[src/rtl/alu_share_arb.sv]
`default_nettype none
// ============================================================================
// Module      : alu_share_arb
// Description : Round-robin arbiter sharing one combinational ALU between two
//               requesters, with a one-entry tagged response register.
// Revision    : 1.0 - initial release
// ============================================================================
module alu_share_arb #(
  parameter int TAG_W = 4
) (
  input  logic             clk,
  input  logic             rst_n,
  input  logic [1:0]       req_valid,
  output logic [1:0]       req_ready,
  input  logic [3:0]       req0_op,
  input  logic [3:0]       req1_op,
  input  logic [31:0]      req0_src1,
  input  logic [31:0]      req0_src2,
  input  logic [31:0]      req1_src1,
  input  logic [31:0]      req1_src2,
  input  logic [TAG_W-1:0] req0_tag,
  input  logic [TAG_W-1:0] req1_tag,
  output logic [3:0]       alu_op,
  output logic [31:0]      alu_src1,
  output logic [31:0]      alu_src2,
  input  logic [31:0]      alu_d,
  output logic             rsp_valid,
  input  logic             rsp_ready,
  output logic [31:0]      rsp_data,
  output logic             rsp_id,
  output logic [TAG_W-1:0] rsp_tag,
  output logic             rsp_err
);

  localparam logic [3:0] c_FIRST_UNDEF_OP = 4'd10;

  logic             r_last;
  logic             r_rsp_valid;
  logic [31:0]      r_rsp_data;
  logic             r_rsp_id;
  logic [TAG_W-1:0] r_rsp_tag;
  logic             r_rsp_err;

  logic [1:0]       w_grant;
  logic             w_gid;
  logic             w_free;
  logic             w_xfer;
  logic             w_undef;
  logic [TAG_W-1:0] w_tag;

  // Grant selection: a lone requester wins; on contention the one not served last wins.
  always_comb begin
    w_grant = 2'b00;
    case (req_valid)
      2'b01:   w_grant = 2'b01;
      2'b10:   w_grant = 2'b10;
      2'b11:   w_grant = r_last ? 2'b01 : 2'b10;
      default: w_grant = 2'b00;
    endcase
  end

  assign w_gid  = w_grant[1];
  assign w_free = ~r_rsp_valid | rsp_ready;
  // Ready is forced low while reset is asserted so nothing can transfer.
  assign req_ready = (rst_n && w_free) ? w_grant : 2'b00;
  assign w_xfer    = |(req_valid & req_ready);

  // Steer the granted operation onto the shared ALU; idle inputs are zeroed.
  always_comb begin
    alu_op   = 4'd0;
    alu_src1 = 32'd0;
    alu_src2 = 32'd0;
    w_tag    = '0;
    if (w_grant == 2'b01) begin
      alu_op   = req0_op;
      alu_src1 = req0_src1;
      alu_src2 = req0_src2;
      w_tag    = req0_tag;
    end else if (w_grant == 2'b10) begin
      alu_op   = req1_op;
      alu_src1 = req1_src1;
      alu_src2 = req1_src2;
      w_tag    = req1_tag;
    end
  end

  assign w_undef = (alu_op >= c_FIRST_UNDEF_OP);

  // Round-robin pointer and response register; pointer moves only on a real transfer.
  always_ff @(posedge clk or negedge rst_n) begin
    if (!rst_n) begin
      r_last      <= 1'b1;
      r_rsp_valid <= 1'b0;
      r_rsp_data  <= 32'd0;
      r_rsp_id    <= 1'b0;
      r_rsp_tag   <= '0;
      r_rsp_err   <= 1'b0;
    end else if (w_xfer) begin
      r_last      <= w_gid;
      r_rsp_valid <= 1'b1;
      r_rsp_data  <= w_undef ? 32'd0 : alu_d;
      r_rsp_id    <= w_gid;
      r_rsp_tag   <= w_tag;
      r_rsp_err   <= w_undef;
    end else if (r_rsp_valid && rsp_ready) begin
      r_rsp_valid <= 1'b0;
    end
  end

  assign rsp_valid = r_rsp_valid;
  assign rsp_data  = r_rsp_data;
  assign rsp_id    = r_rsp_id;
  assign rsp_tag   = r_rsp_tag;
  assign rsp_err   = r_rsp_err;

endmodule
`default_nettype wire

[config.mk]
export PLATFORM = sky130hd
export DESIGN_NAME = alu_share_arb
export DESIGN_NICKNAME = d
export VERILOG_FILES = /design/src/rtl/alu_share_arb.sv
export SDC_FILE = /design/constraint.sdc
export NUM_CORES = 1
export LEC_CHECK = 0
export CORE_AREA = 2 2 114 116
export CTS_BUF_LIST = sky130_fd_sc_hd__clkbuf_2
export CTS_CLUSTER_SIZE = 12
export DETAILED_ROUTE_END_ITERATION = 10
export DIE_AREA = 0 0 116 118
export PLACE_DENSITY = 0.72
export RECOVER_POWER = 50
export SYNTH_ARGS = -nofsm -noshare
export SYNTH_HDL_FRONTEND = slang
export SYNTH_SLANG_ARGS = --single-unit
[constraint.sdc]
create_clock -name clk -period 3 [get_ports clk]
set_clock_uncertainty 0.15 [all_clocks]
set_input_delay 0.6 -clock clk [delete_from_list [all_inputs] [get_ports clk]]
set_output_delay 0.6 -clock clk [all_outputs]
set_load 0.005 [all_outputs]
Word-level counts from Yosys, hierarchy flattened
Index checks and enable logic that the tools add are counted.
- mux-type cells: 14
- equal/unequal tests: 5
- reduce and logical (&&, ||, !) cells: 4
- bitwise gates (word level): 3
- $lt $le $gt $ge: 1
- operator list (cell ; number):
    $mux 32 ; 5
    $mux 4 ; 4
    $eq 2x2->1 const B ; 3
    $pmux 2 s3 ; 1
    $eq 2x1->1 const B ; 2
    $ge 4x4->1 const B ; 1
    $mux 2 ; 2
    $and 2x2->2 ; 1
    $logic_and 1x1->1 ; 2
    $mux 1 ; 2
    $reduce_bool 2->1 ; 1
    $reduce_or 2->1 ; 1
    $not 1->1 ; 1
    $or 1x1->1 ; 1
- output and inout port bits: 109
- flip-flop bits (word level): 40
- bits of input ports: 181
- logic and storage cells: 33

Depth between registers and ports, before layout
- depth after elaboration: 7
- mapped depth: 7
- depth with buffers taken out: 4

Worst setup path before layout
No wires, ideal clock.
- path kind: in2out
- start: input port req_valid[0]
- end: output port alu_op[0]
- cell stages on the path: 5
- arrival time: 1.530 ns
- path buffers: 3
- path slack: 0.720 ns
- required time: 2.250 ns
- cells stage by stage: buf_2 a21boi_1 buf_4 clkbuf_1 a22o_1
- cells in the longest elaborated chain, start to end: 5
- elaborated cells on any way between the ends: 8
- classes of those cells: eq/ne: 5; mux: 3
- ends and longest elaborated chain (what ; line ; source):
    start, declared ; 13 ; input logic [1:0] req_valid,
    $eq 2x2->1 / $eq 2x1->1 (equally long branches) ; 54 ; case (req_valid)
    $pmux 2 s3 (*) ; 54 ;
    $eq 2x2->1 ; 79 ; end else if (w_grant == 2'b10) begin
    $mux 4 ; 79 ;
    $mux 4 (*) ; 74 ; if (w_grant == 2'b01) begin
    end, declared ; 23 ; output logic [3:0] alu_op,
Every way passes the cells marked *; elsewhere a longest branch is shown, timed or not.

Worst setup path after layout
- start: input port req_valid[1]
- end: output port alu_src1[18]
- cells in the longest elaborated chain, start to end: 5
- elaborated cells on any way between the ends: 8
- classes of those cells: eq/ne: 5; mux: 3
- ends and longest elaborated chain (what ; line ; source):
    $eq 2x2->1 / $eq 2x1->1 (equally long branches) ; 54 ;
    $pmux 2 s3 (*) ; 54 ;
    $eq 2x2->1 ; 79 ;
    $mux 32 ; 79 ;
    $mux 32 (*) ; 74 ;
    end, declared ; 24 ; output logic [31:0] alu_src1,
Marked as above.

==> flow_summary.toml <==
[drt]
wl_met3_mm = 1.33
met2_length_mm = 7.35
vias = 3313
ant_nets = 0
totalWireLength_mm = 14.7
dr.pass1.iters = 4
drt_iter0_drc = 130
wire_per_inst_um = 20.0
routedLengthMet1_mm = 5.78
drc = 0
vias_per_cell = 4.51
highest_layer = "met4"

[critical_path]
start_kind = "input port"
crit_path_max_incr_delay_ns = 0.51
arrival_ns = 2.25
crit_chain = "dlygate4sd2_1 -> a21boi_4 -> buf_12 -> buf_16 -> a22o_1 -> clkdlybuf4s50_1"
worstPathRequired_ns = 2.25
crit_fanout = 22
startpoint = "req_valid[1]"
cp_slowest_cell = "clkdlybuf4s50_1"
endpoint_kind = "primary output"
path_class = "in -> out"
regToRegStartpoint = "r_last$_DFFE_PN1P_"

[power]
pwr-share-clk_pct = 15.0
p_int_mw = 1.52
leakagePower_nw = 2.83
p_switching_mw = 0.664
finalPower_mw = 2.18
ir_worst_vdd_v = 0.000195
p_per_area_mw_per_mm2 = 375
pwr-share-comb_pct = 53.2
p_sw_share_pct = 30.5
p_seq_share_pct = 31.8

[yosys]
synth_edf_count = 0
syn_area_mm2 = 0.00234
synth_fp_nets = 445
netlist.area_leader.share_pct = 41.6
postSynth.asyncResetShare_pct = 100
synthCells = 264
synth.avg_cell_area_um2 = 8.88
ys_seq_elements = 40
synth_cell_types = 25
seq_area_frac_synth_pct = 42.8
synth_top_area_cell = "dfrtp_1"
synthFlopType = "dfrtp_1"
yosysWarnings = 0
synth_area_leaders = "dfrtp_1 42%, a22o_1 25%, nand2_1 11%, o21ai_1 6.4%, buf_2 2.3%"

[run_status]
status = "completed"

[clock_tree]
path_clk_slew_ns = 0.19
worstSkewPairLatency_ns = 0.39
cts_tree = "yes"
clockBufferDepth = 2
clockRootBuffer = "clkbuf_2"
cts.sinks = 40
cts_buffers = 5
h-tree-depth = 2

[layout]
syn2layout_area_growth_pct = 148
drive_gt1_share_pct = 7.14
utilization_pct = 46.8
n_fill_cell = 1160
fin_nets = 740

[floorplanning]
rows = 41
core_mm2 = 0.0124
io_pins = 290
die_h_um = 118
initial_core_util_pct = 18.9
die_w_um = 116
die_area_mm2 = 0.0137

[sta]
worst_slack_ns = 0.00128
final.period_utilization_pct = 100
maxSlewHeadroom_pct = 63.2
worst_slew_pin_slew_ns = 0.552
slew_violations = 0
finalHoldViolations = 0
fin_crit_ns = 3.00
grt_setup_unrepaired = "true"
setup_viol = 0
max_freq_mhz = 333

[placement]
pre_cts_slack_ns = -0.157
gp_congestion = 0.962
port_buffers = 289
dp_hpwl_mm = 11.9

[grt]
grt_max_degree = 43
grt_first_pass_wirelength_mm = 20.4
overflow = 0
antenna_found_initial = 3
grt_use_total_pct = 19.8
grt_pass1_vias = 3387

[min_path]
hp-start = "rsp_data[26]$_DFFE_PN0P_"
hold_path.class = "reg -> reg"

[flow_run]
drv_cap = 0
sequential cells by signal, summed over array words and instances, names as in the netlist:
name,count
rsp_id,1
rsp_tag,4
rsp_err,1
rsp_data,32
r_last,1
rsp_valid,1
what timing repair did:
item	in CTS	in global routing
gates cloned	1	1
setup buffers	1	1
hold buffers	1	0
endpoints found under the hold margin	1	0
resized for setup	6	42
endpoints found under the setup margin	68	66
pin swaps	1	0
logic make-up after synthesis:
kind of cell,after synthesis,share of synthesized area [%]
and+or+nand+nor,83,13.9
AOI/OAI and AO/OA,112,36.8
buffers and inverters,28,6.03
DFF,40,42.8
muxes,1,0.480
through the flow:
step	instances	instance area, um^2	hold WS [ns]	TNS (ns)
floorplan	264	2340	0.154	0
global placement	719	5530	0.249	-3.63
detailed placement	719	5530	0.250	-6.94
CTS	730	5660	0.355	-0.0193
global route	735	5810	0.349	-0.897
finish	735	5810	0.361	0
cell type report:
| class | count | area (um^2) | area share [%] |
|---|---|---|---|
| inverter | 1 | 3.75 | 0.0646 |
| clock inverter | 2 | 35.0 | 0.603 |
| clock buffer | 6 | 30.0 | 0.517 |
| timing repair buffer | 315 | 3300 | 56.8 |
| sequential | 40 | 1000 | 17.3 |
| multi-input combinational | 196 | 1220 | 20.9 |
| antenna | 3 | 7.51 | 0.129 |
| tap | 172 | 215 | 3.70 |
cells in the final DEF (no fill, tap or decap), drive strengths merged, types with 2 or more instances in the layout:
cell type and count:
dlymetal6s2s 36, a221oi 4, a22o 67, o21ai 35, dlygate4sd3 39, diode 3
o211ai 2, nand2 68, buf 24, nand2b 3, clkdlybuf4s50 212, nor2 9
dfrtp 39, clkbuf 8, dlygate4sd2 2
worst paths after layout:
| check | to | slack [ns] | cells after the start |
|---|---|---|---|
| min in group asynchronous | rsp_id$_DFFE_PN0P_ | 0.38 | 2 |
| worst max register to register | rsp_err$_DFFE_PN0P_ | 0.93 | 8 |
| worst min register to register | rsp_data[26]$_DFFE_PN0P_ | 0.36 | 2 |
| worst max-delay path | alu_src1[18] | 0.001 | 6 |
| max in group asynchronous | rsp_data[26]$_DFFE_PN0P_ | 1.52 | 3 |
| worst min-delay path | rsp_data[26]$_DFFE_PN0P_ | 0.36 | 2 |
routing by layer:
metal,vias to the layer above,track usage [%]
met5,-,0
met4,0,4.99
met3,13,5.87
met2,159,34.4
met1,1582,23.6
li1,1559,-
synth_stat cells, types with 3 or more instances:
cell,number
nor2_1,9
clkbuf_1,11
o21ai_1,30
dfrtp_1,39
a22o_1,67
nand2_1,68
buf_2,11
a221oi_1,4
o21ai_0,4
buf_4,4
nand2b_1,3
critical path, delay by kind of cell:
kind	cells	cell delay (ns)
buffers and inverters	4	1.12
AO/OA/AOI/OAI	2	0.52
power groups by stage:
stage,registers (mW),logic [mW],clock network (mW)
after CTS,0.699,1.20,0.345
after floorplan,0.711,0.339,0
final,0.692,1.16,0.327
after global placement,0.705,1.16,0
after detailed placement,0.710,1.17,0
after global routing,0.709,1.24,0.371
Power figures use the tool's default switching activity.
